===== config.mk =====
export PLATFORM = sky130hd
export DESIGN_NAME = mux_scan_sequencer_flat
export DESIGN_NICKNAME = d
export VERILOG_FILES = /design/src/rtl/mux_scan_if.sv /design/src/rtl/mux_scan_sequencer.sv /design/src/flat_wrapper.sv
export SDC_FILE = /design/constraint.sdc
export NUM_CORES = 1
export LEC_CHECK = 0
export ABC_AREA = 1
export CORE_MARGIN = 2
export CORE_UTILIZATION = 50
export DETAILED_ROUTE_END_ITERATION = 16
export GPL_TIMING_DRIVEN = 1
export PLACE_DENSITY = 0.8
export SYNTH_ARGS = -nofsm -noshare
export SYNTH_HDL_FRONTEND = slang
export SYNTH_SLANG_ARGS = --single-unit
export TNS_END_PERCENT = 1

===== constraint.sdc =====
create_clock -name clk -period 3.4 [get_ports clk]
set_input_delay 0.34 -clock clk [delete_from_list [all_inputs] [get_ports clk]]
set_output_delay 0.34 -clock clk [all_outputs]
set_load 0.02 [all_outputs]

===== src/rtl/mux_scan_if.sv =====
// Bus between the mux scan sequencer and its environment: request side, mux
// selects, sampled mux output and scan results.
interface mux_scan_if #(
    parameter int unsigned CNT_W = 8
);
    logic             start;
    logic             cont;
    logic [3:0]       mask;
    logic             y;
    logic             s1;
    logic             s0;
    logic             busy;
    logic             done;
    logic [3:0]       snap;
    logic [CNT_W-1:0] scan_cnt;

    modport master (
        output start, cont, mask, y,
        input  s1, s0, busy, done, snap, scan_cnt
    );

    modport slave (
        input  start, cont, mask, y,
        output s1, s0, busy, done, snap, scan_cnt
    );
endinterface


===== src/rtl/mux_scan_sequencer.sv =====
// Steps a 4:1 mux through the enabled channels, lets each select settle,
// samples Y, and publishes a snapshot of D3..D0 with a one-cycle done pulse.
module mux_scan_sequencer #(
    parameter int unsigned SETTLE_CYCLES = 2,
    parameter int unsigned CNT_W         = 8
) (
    input  logic      clk,
    input  logic      rst,
    mux_scan_if.slave bus
);
    localparam int unsigned SETTLE_W    = 4;
    localparam int unsigned CH_W        = 2;
    localparam int unsigned NUM_CH      = 4;
    localparam logic [SETTLE_W-1:0] SETTLE_INIT = SETTLE_W'(SETTLE_CYCLES - 1);

    typedef enum logic [1:0] {
        ST_IDLE   = 2'd0,
        ST_SETTLE = 2'd1,
        ST_SAMPLE = 2'd2,
        ST_FINISH = 2'd3
    } state_t;

    state_t                state_q, state_d;
    logic [CH_W-1:0]       ch_q, ch_d;
    logic [SETTLE_W-1:0]   cnt_q, cnt_d;
    logic [NUM_CH-1:0]     mask_q, mask_d;
    logic [NUM_CH-1:0]     shadow_q, shadow_d;
    logic [CH_W-1:0]       sel_q, sel_d;
    logic                  busy_q, busy_d;
    logic                  done_q, done_d;
    logic [NUM_CH-1:0]     snap_q, snap_d;
    logic [CNT_W-1:0]      scan_cnt_q, scan_cnt_d;
    logic [NUM_CH-1:0]     sampled;
    logic [CH_W:0]         nxt;

    // Lowest enabled channel of a non-zero mask.
    function automatic logic [CH_W-1:0] lowest_ch(input logic [NUM_CH-1:0] m);
        lowest_ch = '0;
        for (int i = NUM_CH - 1; i >= 0; i--) begin
            if (m[i]) lowest_ch = CH_W'(i);
        end
    endfunction

    // {found, channel} of the next enabled channel above cur.
    function automatic logic [CH_W:0] next_ch(input logic [NUM_CH-1:0] m,
                                              input logic [CH_W-1:0]   cur);
        next_ch = '0;
        for (int i = NUM_CH - 1; i >= 0; i--) begin
            if (m[i] && (i > int'(cur))) next_ch = {1'b1, CH_W'(i)};
        end
    endfunction

    always_ff @(posedge clk) begin
        if (rst) begin
            state_q    <= ST_IDLE;
            ch_q       <= '0;
            cnt_q      <= '0;
            mask_q     <= '0;
            shadow_q   <= '0;
            sel_q      <= '0;
            busy_q     <= 1'b0;
            done_q     <= 1'b0;
            snap_q     <= '0;
            scan_cnt_q <= '0;
        end else begin
            state_q    <= state_d;
            ch_q       <= ch_d;
            cnt_q      <= cnt_d;
            mask_q     <= mask_d;
            shadow_q   <= shadow_d;
            sel_q      <= sel_d;
            busy_q     <= busy_d;
            done_q     <= done_d;
            snap_q     <= snap_d;
            scan_cnt_q <= scan_cnt_d;
        end
    end

    // Next state and register updates; the last sample feeds the snapshot directly
    // so snap is valid in the same cycle done is high.
    always_comb begin
        state_d    = state_q;
        ch_d       = ch_q;
        cnt_d      = cnt_q;
        mask_d     = mask_q;
        shadow_d   = shadow_q;
        sel_d      = sel_q;
        done_d     = 1'b0;
        snap_d     = snap_q;
        scan_cnt_d = scan_cnt_q;
        sampled    = shadow_q;
        sampled[ch_q] = bus.y;
        nxt        = next_ch(mask_q, ch_q);

        case (state_q)
            ST_IDLE: begin
                if (bus.start && (bus.mask != '0)) begin
                    mask_d  = bus.mask;
                    ch_d    = lowest_ch(bus.mask);
                    sel_d   = lowest_ch(bus.mask);
                    cnt_d   = SETTLE_INIT;
                    state_d = ST_SETTLE;
                end
            end
            ST_SETTLE: begin
                if (cnt_q == '0) begin
                    state_d = ST_SAMPLE;
                end else begin
                    cnt_d = cnt_q - SETTLE_W'(1);
                end
            end
            ST_SAMPLE: begin
                if (nxt[CH_W]) begin
                    shadow_d = sampled;
                    ch_d     = nxt[CH_W-1:0];
                    sel_d    = nxt[CH_W-1:0];
                    cnt_d    = SETTLE_INIT;
                    state_d  = ST_SETTLE;
                end else begin
                    shadow_d   = '0;
                    snap_d     = sampled & mask_q;
                    done_d     = 1'b1;
                    scan_cnt_d = scan_cnt_q + CNT_W'(1);
                    state_d    = ST_FINISH;
                end
            end
            ST_FINISH: begin
                if (bus.cont && (bus.mask != '0)) begin
                    mask_d  = bus.mask;
                    ch_d    = lowest_ch(bus.mask);
                    sel_d   = lowest_ch(bus.mask);
                    cnt_d   = SETTLE_INIT;
                    state_d = ST_SETTLE;
                end else begin
                    state_d = ST_IDLE;
                end
            end
            default: state_d = ST_IDLE;
        endcase

        busy_d = (state_d != ST_IDLE);
    end

    assign bus.s1       = sel_q[1];
    assign bus.s0       = sel_q[0];
    assign bus.busy     = busy_q;
    assign bus.done     = done_q;
    assign bus.snap     = snap_q;
    assign bus.scan_cnt = scan_cnt_q;

endmodule


===== src/flat_wrapper.sv =====
// flat-port wrapper written by rule: the top's interface ports become plain ports
module mux_scan_sequencer_flat 
#(
    parameter int unsigned SETTLE_CYCLES = 2,
    parameter int unsigned CNT_W         = 8
)
  (clk, rst, bus_start, bus_cont, bus_mask, bus_y, bus_s1, bus_s0, bus_busy, bus_done, bus_snap, bus_scan_cnt);
  mux_scan_if #(.CNT_W(CNT_W)) bus_i ();
  input  logic clk;
  input  logic rst;
  input wire logic [$bits(bus_i.start)-1:0] bus_start;
  input wire logic [$bits(bus_i.cont)-1:0] bus_cont;
  input wire logic [$bits(bus_i.mask)-1:0] bus_mask;
  input wire logic [$bits(bus_i.y)-1:0] bus_y;
  output wire logic [$bits(bus_i.s1)-1:0] bus_s1;
  output wire logic [$bits(bus_i.s0)-1:0] bus_s0;
  output wire logic [$bits(bus_i.busy)-1:0] bus_busy;
  output wire logic [$bits(bus_i.done)-1:0] bus_done;
  output wire logic [$bits(bus_i.snap)-1:0] bus_snap;
  output wire logic [$bits(bus_i.scan_cnt)-1:0] bus_scan_cnt;
  assign bus_i.start = bus_start;
  assign bus_i.cont = bus_cont;
  assign bus_i.mask = bus_mask;
  assign bus_i.y = bus_y;
  assign bus_s1 = bus_i.s1;
  assign bus_s0 = bus_i.s0;
  assign bus_busy = bus_i.busy;
  assign bus_done = bus_i.done;
  assign bus_snap = bus_i.snap;
  assign bus_scan_cnt = bus_i.scan_cnt;
  mux_scan_sequencer #(.SETTLE_CYCLES(SETTLE_CYCLES), .CNT_W(CNT_W)) u_core (.clk(clk), .rst(rst), .bus(bus_i));
endmodule

==> key figures <==
Final layout
  – Final net count: 264
  – Commonest non-fill, non-tap cell in the layout: nand2_1
  – Layout cell share with drive strength beyond 1: 0.108
  – Most frequent cells in the layout: nand2_1, nor2_1, dfxtp_1
  – Fill cells: 278
  – Sequential cell area: around 600 um2
  – Antenna diode count: 0
  – Area Growth Syn to Fin: 21.3%
  – Multi-input gate area: ~840 um2

STA
  – Crit path time final: between 1500 and 2000 ps
  – Least-Margin Pin Slew: ~550 ps
  – Setup ws final: around 1600 ps
  – Clk_skew: 10.4 ps
  – Unrepaired setup endpoints after global routing: no
  – Final setup violation count: 0
  – TNS Setup: 0 ps
  – Maximum clock rate: around 550 MHz
  – Max Slew Vio Count: 0
  – Period utilisation layout: 0.535
  – Rel. slew slack: 0.634
  – Final hold violations: 0

Routing
  – Routed WL: a little under 3000 um
  – Initial drt markers: between 70 and 80
  – Drt drc: 0
  – Via count: around 1400
  – Antenna viol nets, final: 0
  – WL/cell: around 10 um
  – Via density: 4.85
  – Pre-antenna DRT Iters: 4

Critical path
  – Crit path cell chain: clkdlybuf4s50_1
  – CP top delay family: buffers and inverters
  – Critical path fanouts, max: 7
  – CP startpoint kind: flip-flop
  – Crit path largest cell delay: about 660 ps
  – Worst Setup End Kind: output pin
  – CP max-delay cell: clkdlybuf4s50_1
  – Bufs and invs on worst path: 1
  – Arrival time at the worst endpoint: about 1500 ps
  – Crit path kind: flip-flop to output pin
  – WP data required: roughly 3000 ps

Die
  – Site row count: 20
  – I/O Pins: 25
  – Initial Util: 0.524
  – DIE WIDTH: between 60 and 70 um
  – Area of the core: between 3000 and 4000 um2
  – Die Area: around 3600 um2
  – Chip Height: ~60 um

Power and ir drop
  – Leakage: 0.857 nW
  – P per Cell Area: 528 nW/um2
  – Worst vdd ir: 354 uV

Yosys
  – Cell count after synthesis: approximately 220
  – Syn_area_per_cell: roughly 7 um2
  – Yosys reg bits: 30
  – Syn Nets: 238
  – Number of warnings issued by yosys: 0
  – Unique masters post-synth: 27
  – Post-synthesis sequential area ratio: 0.379
  – Post-synthesis instance area: between 1500 and 2000 um2

CTS
  – TritonCTS clock tree: yes
  – Worst-Skew Late Latency: between 300 and 400 ps
  – Clk pin slew, worst setup/hold paths: approximately 100 ps
  – H-tree levels: 2
  – Max clock buf depth: 2
  – CTS Sinks: 30
  – CTS Hold Bufs: 0
  – Clock Root Buffer: clkbuf_4
  – CTS Buf Count: 5
  – Post_cts resized: 0
  – Setup Buffers After CTS: 0

Placement
  – IO Port Bufs: 24
  – DP HPWL: 2220 um
  – Dpl ws: about 1500 ps
  – Final GP Congestion: approximately 0.82

Flow run
  – Max cap viols: 0

Status
  – Outcome: complete, no violations

Global route
  – First-pass GRT wire length: a little over 5000 um
  – Largest net degree at the start of global routing: 22
  – Initial antenna violation count: 0
  – GRT overflow: 0
  – Vias in the first global route: approximately 1200
  – Total track usage: 0.188

Worst hold path
  – Hold crit path type: flip-flop to flip-flop
==> registers in the layout (all words and copies together), names as in the netlist <==
| name | cells |
|---|---|
| u_core.bus.done | 1 |
| u_core.cnt_q | 4 |
| u_core.mask_q | 4 |
| u_core.state_q | 2 |
| u_core.bus.scan_cnt | 8 |
| u_core.bus.snap | 4 |
| u_core.bus.busy | 1 |
| u_core.shadow_q | 4 |
| u_core.ch_q | 2 |
==> logic make-up after synthesis <==
logic type | after synthesis | synth area share
AOI/OAI and AO/OA | 36 | 0.125
adders and majority gates | 6 | 0.0474
and+or+nand+nor | 113 | 0.336
buffers and inverters | 34 | 0.0908
xor gates and xnor gates | 4 | 0.0221
DFF | 30 | 0.379
==> stage by stage <==
step	cell area [um2]	std cells	util	power, mW	hold slack, ps
after floorplan	1590	223	-	0.665	439
after global placement	1850	286	0.610	0.741	462
after detailed placement	1850	286	0.610	0.744	462
after CTS	1920	294	0.635	1.02	483
after global routing	1920	294	0.635	1.09	496
final	1920	294	0.635	1.01	476
==> synth_stat cells <==
master | n | area, um2
a21oi_1 | 14 | 70.1
a21oi_2 | 2 | 17.5
a22oi_1 | 1 | 7.51
a31oi_1 | 2 | 12.5
and3_2 | 2 | 15.0
buf_12 | 1 | 20.0
clkbuf_1 | 4 | 15.0
dfxtp_1 | 30 | 601
ha_1 | 6 | 75.1
inv_1 | 28 | 105
inv_2 | 1 | 3.75
nand2_1 | 41 | 154
nand2_2 | 5 | 31.3
nand2_4 | 1 | 11.3
nand3_1 | 19 | 95.1
nand4_1 | 2 | 12.5
nor2_1 | 32 | 120
nor2_2 | 2 | 12.5
nor2_8 | 1 | 20.0
nor3_1 | 3 | 15.0
nor3_2 | 4 | 40.0
o21a_1 | 1 | 7.51
o21ai_0 | 15 | 75.1
o21bai_1 | 1 | 7.51
or2_2 | 1 | 6.26
xnor2_1 | 2 | 17.5
xor2_1 | 2 | 17.5
==> worst paths after layout <==
check,start,end,slack (ps),cells after the start
setup / recovery,u_core.ch_q[1],bus_s1,1580,1
hold reg to reg,u_core.bus.snap[1],u_core.bus.snap[1],480,2
setup reg to reg,u_core.state_q[0],u_core.bus.scan_cnt[3],1610,7
hold / removal,u_core.bus.snap[1],u_core.bus.snap[1],480,2
==> per-layer routing <==
| layer | vias to the layer above | routed length (um) | share of wire | GRT usage |
|---|---|---|---|---|
| li1 | 770 | - | - | - |
| met1 | 624 | 1520 | 0.51 | 0.259 |
| met2 | 30 | 1330 | 0.45 | 0.273 |
| met3 | 2 | 117 | 0.039 | 0.0584 |
| met4 | 0 | 14 | 0.0047 | 0.0730 |
| met5 | - | 0 | 0 | 0 |
==> power breakdown <==
| group | internal, mW | switching, mW | total, mW | leakage [nW] |
|---|---|---|---|---|
| clock network | 0.152 | 0.124 | 0.276 | 0.0450 |
| logic | 0.119 | 0.191 | 0.310 | 0.568 |
| registers | 0.392 | 0.0371 | 0.429 | 0.245 |
| total | 0.663 | 0.352 | 1.01 | 0.857 |
==> final cells by class <==
class | count | share of cell area
Multi-Input combinational cell | 159 | 0.437
Sequential cell | 30 | 0.312
Timing Repair Buffer | 24 | 0.125
Inverter | 29 | 0.0566
Tap cell | 44 | 0.0286
Clock inverter | 3 | 0.0208
Clock buffer | 5 | 0.0195
Power figures use the tool's default switching activity.
